[config.mk]
export PLATFORM = sky130hd
export DESIGN_NAME = vga_pixel_pipeline
export DESIGN_NICKNAME = d
export VERILOG_FILES = /design/src/rtl/vga_pixel_pipeline.sv
export SDC_FILE = /design/constraint.sdc
export NUM_CORES = 1
export LEC_CHECK = 0
export BUFFER_PORTS_ARGS = -buffer_cell sky130_fd_sc_hd__clkbuf_2
export CAP_MARGIN = 30
export CORE_MARGIN = 8
export CORE_UTILIZATION = 25
export DETAILED_ROUTE_END_ITERATION = 7
export SETUP_SLACK_MARGIN = 0.05
export SKIP_CTS_REPAIR_TIMING = 1
export SLEW_MARGIN = 40
export SYNTH_ARGS = -nofsm -noshare
export SYNTH_HDL_FRONTEND = slang
export SYNTH_SLANG_ARGS = --single-unit
export TNS_END_PERCENT = 100
[constraint.sdc]
create_clock -name clk -period 3.53 [get_ports clk]
set_input_delay 0.706 -clock clk [delete_from_list [all_inputs] [get_ports clk]]
set_output_delay 0.706 -clock clk [all_outputs]
set_load 0.05 [all_outputs]
[src/rtl/vga_pixel_pipeline.sv]
// Pixel stage behind the VGA timing controller: picks frame-buffer or test-pattern
// colour, hides RAM read latency and delays syncs so they stay aligned with RGB.
module vga_pixel_pipeline #(
  parameter int MEM_LATENCY = 1,
  parameter int ADDR_W      = 16,
  parameter int PIX_W       = 3
) (
  input  logic              clk,
  input  logic              reset_n,
  input  logic              video_on,
  input  logic              hsync_in,
  input  logic              vsync_in,
  input  logic [9:0]        pixel_x,
  input  logic [9:0]        pixel_y,
  input  logic [1:0]        mode_sel,
  input  logic [2:0]        fill_color,
  output logic [ADDR_W-1:0] mem_addr,
  output logic              mem_rd_en,
  input  logic [PIX_W-1:0]  mem_rdata,
  output logic [3:0]        vga_r,
  output logic [3:0]        vga_g,
  output logic [3:0]        vga_b,
  output logic              hsync,
  output logic              vsync,
  output logic [15:0]       frame_count
);

  typedef enum logic [1:0] {
    MODE_FB    = 2'd0,
    MODE_BARS  = 2'd1,
    MODE_CHECK = 2'd2,
    MODE_FILL  = 2'd3
  } mode_e;

  // Everything that must arrive at the colour stage together with mem_rdata.
  typedef struct packed {
    logic       von;
    logic       hs;
    logic       vs;
    mode_e      mode;
    logic [2:0] bars;
    logic       chk;
    logic [2:0] fill;
  } stage_t;

  localparam stage_t STAGE_RST = '{von: 1'b0, hs: 1'b1, vs: 1'b1, mode: MODE_FB,
                                   bars: 3'd0, chk: 1'b0, fill: 3'd0};

  logic              r_vsync_d;
  mode_e             r_mode;
  logic [15:0]       r_frame_count;
  logic [ADDR_W-1:0] r_mem_addr;
  logic              r_mem_rd_en;
  stage_t            r_pipe [0:MEM_LATENCY];
  logic [3:0]        r_vga_r, r_vga_g, r_vga_b;
  logic              r_hsync, r_vsync;

  logic              w_frame_start;
  mode_e             w_mode;
  logic              w_rd_en;
  logic [ADDR_W-1:0] w_addr;
  stage_t            w_stage_in;
  stage_t            w_tail;
  logic [2:0]        w_rgb;
  logic              w_unused;

  // Line doubling drops pixel_y[0]; the frame buffer is only 256 columns wide.
  assign w_unused = ^{pixel_x[9:8], pixel_y[9], pixel_y[0]};

  // A pixel sampled on the frame-start cycle already uses the newly latched mode.
  assign w_frame_start = r_vsync_d & ~vsync_in;
  assign w_mode        = w_frame_start ? mode_e'(mode_sel) : r_mode;
  assign w_rd_en       = video_on & (w_mode == MODE_FB);
  assign w_addr        = ADDR_W'({pixel_y[8:1], pixel_x[7:0]});

  // NOTE: sequential state uses non-blocking assignments so every register
  // samples pre-edge values and the stages shift in lockstep.
  always_ff @(posedge clk or negedge reset_n) begin
    if (!reset_n) begin
      r_vsync_d     <= 1'b1;
      r_mode        <= MODE_FB;
      r_frame_count <= '0;
    end else begin
      r_vsync_d <= vsync_in;
      if (w_frame_start) begin
        r_mode        <= mode_e'(mode_sel);
        r_frame_count <= r_frame_count + 16'd1;
      end
    end
  end

  always_comb begin
    w_stage_in      = STAGE_RST;
    w_stage_in.von  = video_on;
    w_stage_in.hs   = hsync_in;
    w_stage_in.vs   = vsync_in;
    w_stage_in.mode = w_mode;
    w_stage_in.bars = pixel_x[7:5];
    w_stage_in.chk  = pixel_x[4] ^ pixel_y[4];
    w_stage_in.fill = fill_color;
  end

  // Stage A: address/strobe register; the address holds while no read is issued.
  always_ff @(posedge clk or negedge reset_n) begin
    if (!reset_n) begin
      r_mem_addr  <= '0;
      r_mem_rd_en <= 1'b0;
    end else begin
      r_mem_rd_en <= w_rd_en;
      if (w_rd_en) r_mem_addr <= w_addr;
    end
  end

  // NOTE: the delay line is a handful of flops, not a RAM, so it is reset:
  // syncs must idle high and video_on low straight out of reset.
  always_ff @(posedge clk or negedge reset_n) begin
    if (!reset_n) begin
      for (int i = 0; i <= MEM_LATENCY; i++) r_pipe[i] <= STAGE_RST;
    end else begin
      r_pipe[0] <= w_stage_in;
      for (int i = 1; i <= MEM_LATENCY; i++) r_pipe[i] <= r_pipe[i-1];
    end
  end

  assign w_tail = r_pipe[MEM_LATENCY];

  // NOTE: w_rgb gets a default before any branch so no path can infer a latch.
  always_comb begin
    w_rgb = 3'b000;
    if (w_tail.von) begin
      unique case (w_tail.mode)
        MODE_FB:    w_rgb = mem_rdata[2:0];
        MODE_BARS:  w_rgb = w_tail.bars;
        MODE_CHECK: w_rgb = {3{w_tail.chk}};
        MODE_FILL:  w_rgb = w_tail.fill;
      endcase
    end
  end

  // Stage C: expand RGB111 to full-scale 4-bit channels.
  always_ff @(posedge clk or negedge reset_n) begin
    if (!reset_n) begin
      r_vga_r <= 4'h0;
      r_vga_g <= 4'h0;
      r_vga_b <= 4'h0;
      r_hsync <= 1'b1;
      r_vsync <= 1'b1;
    end else begin
      r_vga_r <= {4{w_rgb[2]}};
      r_vga_g <= {4{w_rgb[1]}};
      r_vga_b <= {4{w_rgb[0]}};
      r_hsync <= w_tail.hs;
      r_vsync <= w_tail.vs;
    end
  end

  assign mem_addr    = r_mem_addr;
  assign mem_rd_en   = r_mem_rd_en;
  assign vga_r       = r_vga_r;
  assign vga_g       = r_vga_g;
  assign vga_b       = r_vga_b;
  assign hsync       = r_hsync;
  assign vsync       = r_vsync;
  assign frame_count = r_frame_count;

endmodule

## Word-level counts from Yosys, hierarchy flattened

Index checks and enable logic that the tools add are counted.
W data, S select, Z words.

| word-level totals | value |
|---|---|
| word-level logic and storage cells | 35 |
| register bits | 62 |
| output and inout port bits | 47 |

| cells by class | value |
|---|---|
| bitwise operators | 4 |
| reductions and logical operators | 2 |
| equal/unequal tests | 3 |
| multiplexer cells | 3 |
| add/sub/neg operators | 1 |

Operators with widths:

| operator | count |
|---|---|
| $add A16 B1 Y16 const B | 1 |
| $pmux W3 S4 | 1 |
| $eq A2 B2 Y1 const B | 2 |
| $logic_not A2 Y1 | 2 |
| $mux W3 | 1 |
| $and A1 B1 Y1 | 2 |
| $eq A2 B1 Y1 const B | 1 |
| $mux W2 | 1 |
| $not A1 Y1 | 1 |
| $xor A1 B1 Y1 | 1 |

## Longest topological paths before layout

Gate-level depths: netlist of run 1.

| logic depth | value |
|---|---|
| depth in word-level cells | 5 |
| depth in mapped cells | 7 |
| depth with buffers taken out | 5 |

## Worst setup path after synthesis of run 1

Ideal clock, no wire load.

| timing | value |
|---|---|
| path type | input port to flip-flop |
| start | in vsync_in |
| end | reg r_mem_addr[10] (netlist: mem_addr[10]) |
| data required time | 3.405 ns |
| cell stages on the path | 7 |
| library setup time | 0.125 ns |
| setup slack | 1.655 ns |
| arrival time | 1.750 ns |
| cells stage by stage | nand2b_1 > buf_6 > nor3_2 > o21a_1 > buf_6 > buf_12 > mux2_4 |

| on the way | value |
|---|---|
| cells in the longest elaborated chain, start to end | 5 |

RTL lines:

| item | line | RTL |
|---|---|---|
| start: declaration | 12 | `input logic vsync_in,` |
| $not A1 Y1 | 71 | `assign w_frame_start = r_vsync_d & ~vsync_in;` |
| $and A1 B1 Y1 | 71 |  |
| $mux W2 | - |  |
| $logic_not A2 Y1 | 73 | `assign w_rd_en = video_on & (w_mode == MODE_FB);` |
| $and A1 B1 Y1 | 73 |  |
| named net w_rd_en | 60 | `logic w_rd_en;` |
| end signal: assignment | 110 | `if (w_rd_en) r_mem_addr <= w_addr;` |
| end: declaration | 52 | `logic [ADDR_W-1:0] r_mem_addr;` |

The timed path passes the listed nets, and every way through them passes these cells.
A chain may end at the register's enable or synchronous reset.

## Final worst setup path of run 1

| timing | value |
|---|---|
| start | reg r_hsync (netlist: hsync) |
| end | out hsync |

RTL lines:

| item | line | RTL |
|---|---|---|
| start: declaration | 56 | `logic r_hsync, r_vsync;` |
| start signal: assignment | 152 | `r_hsync <= w_tail.hs;` |
| end: declaration | 23 | `output logic hsync,` |

No word-level cell between the ends.

==> flow_metrics.env, run 1 <==
export IMPL_setup_violations=0
export IMPL_worstPathRequired_ns=2.82
export IMPL_cts_reportedPaths_clkPinSlew_ns=0.08
export IMPL_power_density_nw_per_um2=791
export IMPL_cp_top_family="flip-flops"
export IMPL_area_growth_pct=29.4
export IMPL_detail_route_antenna_nets=0
export IMPL_synth_seq_area_share_pct=67.7
export IMPL_core_um2=9110
export IMPL_timing_final_crit_share_pct=51.9
export IMPL_cts_root_buf="clkbuf_8"
export IMPL_synth_avg_cell_area_um2=15.7
export IMPL_status="finished clean"
export IMPL_regArea_um2=1560
export IMPL_utilization_pct=32.7
export IMPL_critPathKind="register to primary output"
export IMPL_cp_arrival_ns=1.13
export IMPL_path_max_fanout=1
export IMPL_regToRegSetupSlack_ns=1.72
export IMPL_dieArea_um2=12500
export IMPL_hold_ws_ns=0.342
export IMPL_vias=1381
export IMPL_worstHoldPathCells=0
export IMPL_clockBufferDepth=2
export IMPL_synth_area_um2=2300
export IMPL_ir_drop_mv=0.256
export IMPL_reg2reg_depth=5
export IMPL_grt_pass1_wl_um=7660
export IMPL_final_setup_tns_ns=0
export IMPL_place_hpwl_um=3330
export IMPL_post_drt_wl_per_cell_um=13.5
export IMPL_synth_distinct_cells=24
export IMPL_cp_end_kind="primary output"
export IMPL_grt_overflow_total=0
export IMPL_fin_nets=258
export IMPL_slew_headroom_pct=55.7
export IMPL_rows=35
export IMPL_layout_commonest_cell="clkbuf_2"
export IMPL_cts_sinks=62
export IMPL_final_cell_mix="clkbuf_2 (74), dfrtp_1 (56), nand2_1 (14)"
export IMPL_ios=80
export IMPL_n_fill_cell=935
export IMPL_start_util_pct=25.3
export IMPL_synth_xor_area_share_pct=6.08
export IMPL_synth_top_area_share_pct=60.8
export IMPL_critPathBufInv=1
export IMPL_io_buffers=75
export IMPL_hold_viol_final=0
export IMPL_leakagePower_nw=1.45
export IMPL_grt_usage_pct=7.96
export IMPL_min_period_ns=1.83
export IMPL_grt_max_degree=30
export IMPL_netlist_instances=147
export IMPL_routed_wirelength_um=4600
export IMPL_n_antenna_cell=0
export IMPL_tritoncts="built"
export IMPL_avgViaCountPerCell=4.06
export IMPL_drt_iter0_markers=32
export IMPL_cap_violations=0
export IMPL_fin_skew_ns=0.00765
export IMPL_cts_htree_levels=3
export IMPL_ys_warn_count=0
export IMPL_yosys_area_share_simple_pct=8.37
export IMPL_min_path_type="register to register"
export IMPL_die_w_um=112
export IMPL_antenna_found_initial=0
export IMPL_drt_first_pass_iters=4
export IMPL_drt_drc_violations_left=0
export IMPL_drive_above_1_share_pct=52.8
export IMPL_die_h_um=112
export IMPL_multi_input_area_um2=634
export IMPL_finalPower_w=0.00236
export IMPL_synthMuxAreaShare_pct=12.2
export IMPL_fmax_mhz=545
export IMPL_first_global_vias=1551
export IMPL_cp_cell_sequence="clkbuf_2"
export IMPL_setup_worst_path_start_class="register"
export IMPL_tightest_slew_ns=0.660
export IMPL_ys_seq_elements=62
export IMPL_synth_area_top_cells="dfrtp_1 (61%), dfstp_2 (6.8%), mux2_4 (5.9%)"
export IMPL_synthAdderAreaFrac_pct=0.543
export IMPL_synth_top_cell_by_area="dfrtp_1"
export IMPL_cpPeakStageDelay_ns=0.52
export IMPL_place_gp_congestion=0.702
export IMPL_synthesis_nets=181
export IMPL_synth_top_family_by_area="multiplexers"
export IMPL_path_depth=1
export IMPL_cpMaxStageDelayCell="dfstp_2"
export IMPL_clkLatencyLatePin_ns=0.34
export IMPL_synth_compound_area_share_pct=0.326
export IMPL_cts_buffers=9
export IMPL_rsz0062_at_grt="false"
export IMPL_drv_slew=0
==> logic make-up (layout without fill, tap and decap cells) <==
| logic type | after synthesis | count (layout) |
|---|---|---|
| AO/OA/AOI/OAI | 1 | 1 |
| XOR/XNOR | 16 | 16 |
| adder cells (fa/ha/maj) | 1 | 1 |
| buffers and inverters | 12 | 94 |
| flip-flops | 62 | 62 |
| multiplexers | 19 | 19 |
| AND/OR/NAND/NOR | 36 | 36 |
==> final cells by class <==
type | instances | area share [%]
multi-input combinational | 73 | 21.3
clock buffer | 9 | 4.15
sequential | 62 | 52.3
timing repair buffer | 78 | 13.3
clock inverter | 7 | 4.28
tap | 111 | 4.66
==> synthesized netlist by cell type <==
cell      number
and4_1         2
nor3_1         2
and2b_2        1
xor2_1         3
buf_12         1
nand2_1       14
buf_4          9
and2_1         3
nand3b_1       1
nor3_2         1
mux4_2         3
buf_6          2
and3_1         1
nand3_1        2
dfstp_2        6
o21a_1         1
nor2_1         2
dfrtp_1       56
mux2_4         9
xnor2_1       13
mux2_2         7
nand2b_1       1
nand4_1        6
ha_1           1
==> sequential cells by signal, indices dropped and copies added, names as in the netlist <==
signal	flops
r_pipe	24
mem_rd_en	1
hsync	1
frame_count	16
vga_b	1
mem_addr	16
vga_r	1
vga_g	1
vsync	1
==> through the flow <==
step	setup slack [ns]	cell area [um2]	cells
floorplan	1.66	2300	147
global placement	1.37	2730	324
detailed placement	1.29	2730	324
CTS	1.65	2980	340
global route	1.55	2980	340
finish	1.70	2980	340
==> metal layers <==
| layer | vias up | share of wire (%) | global-route usage, % |
|---|---|---|---|
| li1 | 642 | - | - |
| met1 | 681 | 43 | 8.74 |
| met2 | 50 | 47 | 12.1 |
| met3 | 8 | 7.1 | 3.03 |
| met4 | 0 | 2.5 | 6.47 |
| met5 | - | 0 | 0 |
==> power by group <==
group / switching, W / internal (W)
registers: 0.0000852 / 0.000822
clock network: 0.000307 / 0.000481
logic: 0.000482 / 0.000182
==> worst paths after layout <==
check	from	to
min in group asynchronous	reset_n	mem_addr[11]
max	hsync	hsync
min	r_pipe[15]	r_pipe[3]
max reg2reg	r_pipe[21]	mem_addr[2]
max in group asynchronous	reset_n	r_pipe[9]
min reg2reg	r_pipe[15]	r_pipe[3]
Note: power is estimated with default switching activity, not from simulation.
==> run 2: changes to the inputs <==
==> constraint.sdc (replaced) <==
create_clock -name clk -period 1.7 [get_ports clk]
set_input_delay 0.34 -clock clk [delete_from_list [all_inputs] [get_ports clk]]
set_output_delay 0.34 -clock clk [all_outputs]
set_load 0.05 [all_outputs]
==> run 2 against run 1 <==
Flip-flop and latch count unchanged. Die area unchanged. Critical path type is now register to register. Register-to-register slack got worse by 1.6 ns. Highest routed layer unchanged. Clock power increased by 87%. Power increased by 100%. Worst setup slack got worse by 1.6 ns. Clock skew about the same. First-iteration DRC count increased by 44%. Critical path depth increased by 4. Clock-buffer cell count unchanged. Sequential power increased by 110%. Final cell count increased by 1.8%.
==> flow_metrics.env, run 2 (same netlist as run 1, synthesis figures left out) <==
export IMPL_regToRegSetupSlack_ns=0.11
export IMPL_cap_violations=0
export IMPL_min_period_ns=1.59
export IMPL_clockBufferDepth=2
export IMPL_rsz0062_at_grt="true"
export IMPL_grt_pass1_wl_um=7820
export IMPL_cts_reportedPaths_clkPinSlew_ns=0.08
export IMPL_cp_top_family="flip-flops"
export IMPL_die_w_um=112
export IMPL_dieArea_um2=12500
export IMPL_path_max_fanout=8
export IMPL_avgViaCountPerCell=4.01
export IMPL_start_util_pct=25.3
export IMPL_first_global_vias=1576
export IMPL_detail_route_antenna_nets=0
export IMPL_clkLatencyLatePin_ns=0.34
export IMPL_top_register="r_pipe"
export IMPL_min_path_type="input port to register"
export IMPL_die_h_um=112
export IMPL_critPathBufInv=1
export IMPL_ir_drop_mv=0.496
export IMPL_routed_wirelength_um=4760
export IMPL_critPathKind="register to register"
export IMPL_setup_violations=0
export IMPL_drv_slew=0
export IMPL_drt_drc_violations_left=0
export IMPL_leakagePower_nw=1.48
export IMPL_place_hpwl_um=3470
export IMPL_slew_headroom_pct=72.4
export IMPL_cp_arrival_ns=1.81
export IMPL_n_fill_cell=930
export IMPL_fmax_mhz=629
export IMPL_place_inst=328
export IMPL_fin_nets=264
export IMPL_cts_htree_levels=3
export IMPL_fin_cells=346
export IMPL_final_cell_mix="clkbuf_2 (74), dfrtp_1 (51), nand2_1 (14)"
export IMPL_cpPeakStageDelay_ns=0.55
export IMPL_fin_skew_ns=0.00779
export IMPL_tightest_slew_ns=0.414
export IMPL_cts_sinks=62
export IMPL_worstHoldPathCells=1
export IMPL_path_depth=5
export IMPL_drt_iter0_markers=46
export IMPL_cp_end_kind="register"
export IMPL_cpMaxStageDelayCell="dfstp_2"
export IMPL_power_density_nw_per_um2=1570
export IMPL_final_setup_tns_ns=0
export IMPL_antenna_found_initial=0
export IMPL_reg2reg_from="r_pipe[21]"
export IMPL_area_growth_pct=32.7
export IMPL_reg2reg_depth=5
export IMPL_grt_max_degree=37
export IMPL_hp_start="hsync_in"
export IMPL_cts_root_buf="clkbuf_8"
export IMPL_io_buffers=75
export IMPL_hold_end="r_pipe[22]"
export IMPL_rows=35
export IMPL_core_um2=9110
export IMPL_post_drt_wl_per_cell_um=13.7
export IMPL_grt_overflow_total=0
export IMPL_grt_usage_pct=8.14
export IMPL_cts_buffers=9
export IMPL_setup_worst_path_start_class="register"
export IMPL_status="finished clean"
export IMPL_cp_cell_sequence="and2b_2, nor3_1, o21a_2, clkbuf_16, mux2_4"
export IMPL_n_antenna_cell=0
export IMPL_r2r_end="mem_addr[12]"
export IMPL_place_gp_congestion=0.683
export IMPL_drive_above_1_share_pct=56.2
export IMPL_hold_viol_final=0
export IMPL_ios=80
export IMPL_layout_commonest_cell="clkbuf_2"
export IMPL_utilization_pct=33.6
export IMPL_vias=1386
export IMPL_timing_final_crit_share_pct=93.5
export IMPL_drt_first_pass_iters=4
export IMPL_largest_reg_flops=24
export IMPL_worstPathRequired_ns=1.92
export IMPL_tritoncts="built"
-- run 2: cell type report --
type / instances / area, um2 / share of cell area (%)
Multi-Input combinational cell: 73 / 636 / 20.8
Clock inverter: 7 / 105 / 3.44
Tap cell: 111 / 139 / 4.54
Clock buffer: 9 / 124 / 4.05
Sequential cell: 62 / 1570 / 51.2
Timing Repair Buffer: 84 / 488 / 16.0
-- run 2: how the worst max path moves through the flow --
stage,from,to,slack (ns)
after floorplan,frame_count[5],frame_count[9],0.06
after global placement,vsync_in,mem_addr[4],0.06
after detailed placement,vsync_in,mem_addr[2],0.04
after CTS,r_pipe[21],mem_addr[2],0.07
after global routing,r_pipe[21],mem_addr[5],0.04
final,r_pipe[21],mem_addr[12],0.11
-- run 2: worst reg2reg max path: stages (launching register included) --
cell and delay [ns]:
dfstp_2 0.55, and2b_2 0.16, nor3_1 0.05, o21a_2 0.25, clkbuf_16 0.18, mux2_4 0.29
-- run 2: through the flow --
stage               setup slack [ns]  hold slack, ns  power (W)  cell area [um2]
floorplan                     0.0603          0.0444    0.00300             2310
global placement              0.0577           0.297    0.00333             2790
detailed placement            0.0358           0.301    0.00335             2790
CTS                           0.0746         -0.0771    0.00486             3020
global route                  0.0442          0.0395    0.00503             3060
finish                         0.111          0.0778    0.00479             3060
-- run 2: layer usage --
layer  vias up  GRT usage, %  wire length (um)
li1        655             -                 -
met1       673          8.55              1920
met2        48          12.8              2370
met3        10          3.30               343
met4         0          6.47               125
met5         -             0                 0
-- run 2: where the power goes --
| group | total, W | internal [W] | switching (W) |
|---|---|---|---|
| clock network | 0.00147 | 0.000847 | 0.000627 |
| logic | 0.00142 | 0.000403 | 0.00101 |
| registers | 0.00190 | 0.00172 | 0.000179 |
==> run 3: changes to the inputs <==
--- a/config.mk
+++ b/config.mk
@@ -10,6 +10,7 @@
 export CORE_MARGIN = 8
 export CORE_UTILIZATION = 25
 export DETAILED_ROUTE_END_ITERATION = 7
+export PLACE_DENSITY_LB_ADDON = 0.1
 export SETUP_SLACK_MARGIN = 0.05
 export SKIP_CTS_REPAIR_TIMING = 1
 export SLEW_MARGIN = 40
==> run 3 against run 2 <==
Power is 2.9% lower. Die area stayed put. Clock-buffer cell count stayed put. Critical path depth stayed put. Wire length is 4.2% higher. Flip-flop and latch count stayed put. Hold slack worse by 0.0096 ns. Largest cell class unchanged. Largest power group unchanged.
==> flow_metrics.env, run 3 (same netlist as run 1, synthesis figures left out) <==
export IMPL_status="finished clean"
export IMPL_regArea_um2=1570
export IMPL_power_frac_comb_pct=30.1
export IMPL_power_internal_w=0.00281
export IMPL_tritoncts="built"
export IMPL_place_gp_congestion=0.652
export IMPL_cts_reportedPaths_clkPinSlew_ns=0.08
export IMPL_grt_max_degree=63
export IMPL_power_switching_w=0.00184
export IMPL_cts_root_buf="clkbuf_8"
export IMPL_timing_final_crit_share_pct=93.6
export IMPL_place_hpwl_um=3340
export IMPL_cp_arrival_ns=1.82
export IMPL_largest_reg_flops=24
export IMPL_grt_pass1_wl_um=8110
export IMPL_setup_worst_path_start_class="register"
export IMPL_post_drt_wl_per_cell_um=14.4
export IMPL_drv_slew=0
export IMPL_ios=80
export IMPL_leakagePower_nw=1.46
export IMPL_vias=1383
export IMPL_antenna_found_initial=0
export IMPL_drt_iter0_markers=29
export IMPL_utilization_pct=33.3
export IMPL_critPathKind="register to register"
export IMPL_sw_frac_of_total_pct=39.5
export IMPL_die_w_um=112
export IMPL_rows=35
export IMPL_min_period_ns=1.59
export IMPL_area_growth_pct=31.5
export IMPL_finalPower_w=0.00465
export IMPL_worstPathRequired_ns=1.93
export IMPL_fin_nets=263
export IMPL_grt_usage_pct=8.40
export IMPL_place_inst=327
export IMPL_avgViaCountPerCell=4.01
export IMPL_cap_violations=0
export IMPL_first_global_vias=1527
export IMPL_slew_headroom_pct=76.1
export IMPL_n_fill_cell=943
export IMPL_cts_buffers=9
export IMPL_die_h_um=112
export IMPL_top_register="r_pipe"
export IMPL_clockBufferDepth=2
export IMPL_fmax_mhz=628
export IMPL_multi_input_area_um2=641
export IMPL_final_cell_mix="clkbuf_2 (74), dfrtp_1 (51), nand2_1 (14)"
export IMPL_clkLatencyLatePin_ns=0.34
export IMPL_tightest_slew_ns=0.358
export IMPL_fin_skew_ns=0.0100
export IMPL_grt_overflow_total=0
export IMPL_p_seq_share_pct=40.8
export IMPL_drt_first_pass_iters=3
export IMPL_path_max_fanout=8
export IMPL_cts_htree_levels=3
export IMPL_final_setup_tns_ns=0
export IMPL_min_path_type="input port to register"
export IMPL_core_um2=9110
export IMPL_routed_wirelength_um=4960
export IMPL_dieArea_um2=12500
export IMPL_cp_end_kind="register"
export IMPL_drt_drc_violations_left=0
export IMPL_power_density_nw_per_um2=1530
export IMPL_rsz0062_at_grt="false"
export IMPL_cts_sinks=62
export IMPL_hold_ws_ns=0.0682
export IMPL_power_frac_clock_pct=29.1
export IMPL_ir_drop_mv=0.485
export IMPL_setup_violations=0
export IMPL_detail_route_antenna_nets=0
export IMPL_hold_viol_final=0
export IMPL_drive_above_1_share_pct=56.4
export IMPL_layout_commonest_cell="clkbuf_2"
export IMPL_start_util_pct=25.3
export IMPL_n_antenna_cell=0
export IMPL_io_buffers=75
export IMPL_fin_cells=345
[run 3: area by class of cell]
class	instances	area share, %
clock buffers	9	4.09
clock inverters	7	2.64
multi-input cells	73	21.1
flip-flops and latches	62	51.7
well taps	111	4.58
repair buffers	83	15.9
[run 3: power by group through the flow]
stage | Sequential (W) | Combinational [W] | Clock [W]
2_1_floorplan | 0.00257 | 0.000431 | 0
3_3_place_gp | 0.00192 | 0.00141 | 0
3_5_place_dp | 0.00193 | 0.00141 | 0
4_1_cts | 0.00190 | 0.00141 | 0.00141
5_1_grt | 0.00194 | 0.00147 | 0.00148
6_report | 0.00190 | 0.00140 | 0.00135
[run 3: stage by stage]
step,instance area [um2],setup slack [ns]
after global routing,3030,0.0608
final,3030,0.108
after global placement,2780,0.0573
after CTS,2990,0.0872
after floorplan,2310,0.0603
after detailed placement,2780,0.0550
[run 3: final timing paths]
kind | from | end | slack, ns | depth (start not counted)
hold reg to reg | r_pipe[18] | r_pipe[6] | 0.35 | 0
min in group asynchronous | reset_n | mem_addr[12] | 0.51 | 3
max in group asynchronous | reset_n | r_pipe[9] | 0.84 | 3
setup reg to reg | r_pipe[21] | mem_addr[9] | 0.11 | 5
setup / recovery | r_pipe[21] | mem_addr[9] | 0.11 | 5
hold / removal | hsync_in | r_pipe[22] | 0.07 | 1
[run 3: layer usage]
metal  GRT usage [%]  wire length, um  vias to the layer above
met3            4.00              336                        6
met1            10.1             2330                      675
li1                -                -                      652
met2            11.6             2190                       50
met4            5.67               96                        0
met5               0                0                        -
[run 3: worst max-delay path: stages (launching register included)]
cell       delay [ns]
dfstp_2          0.56
and2b_2          0.15
nor3_1           0.04
o21a_2           0.26
clkbuf_16        0.18
mux2_4           0.29
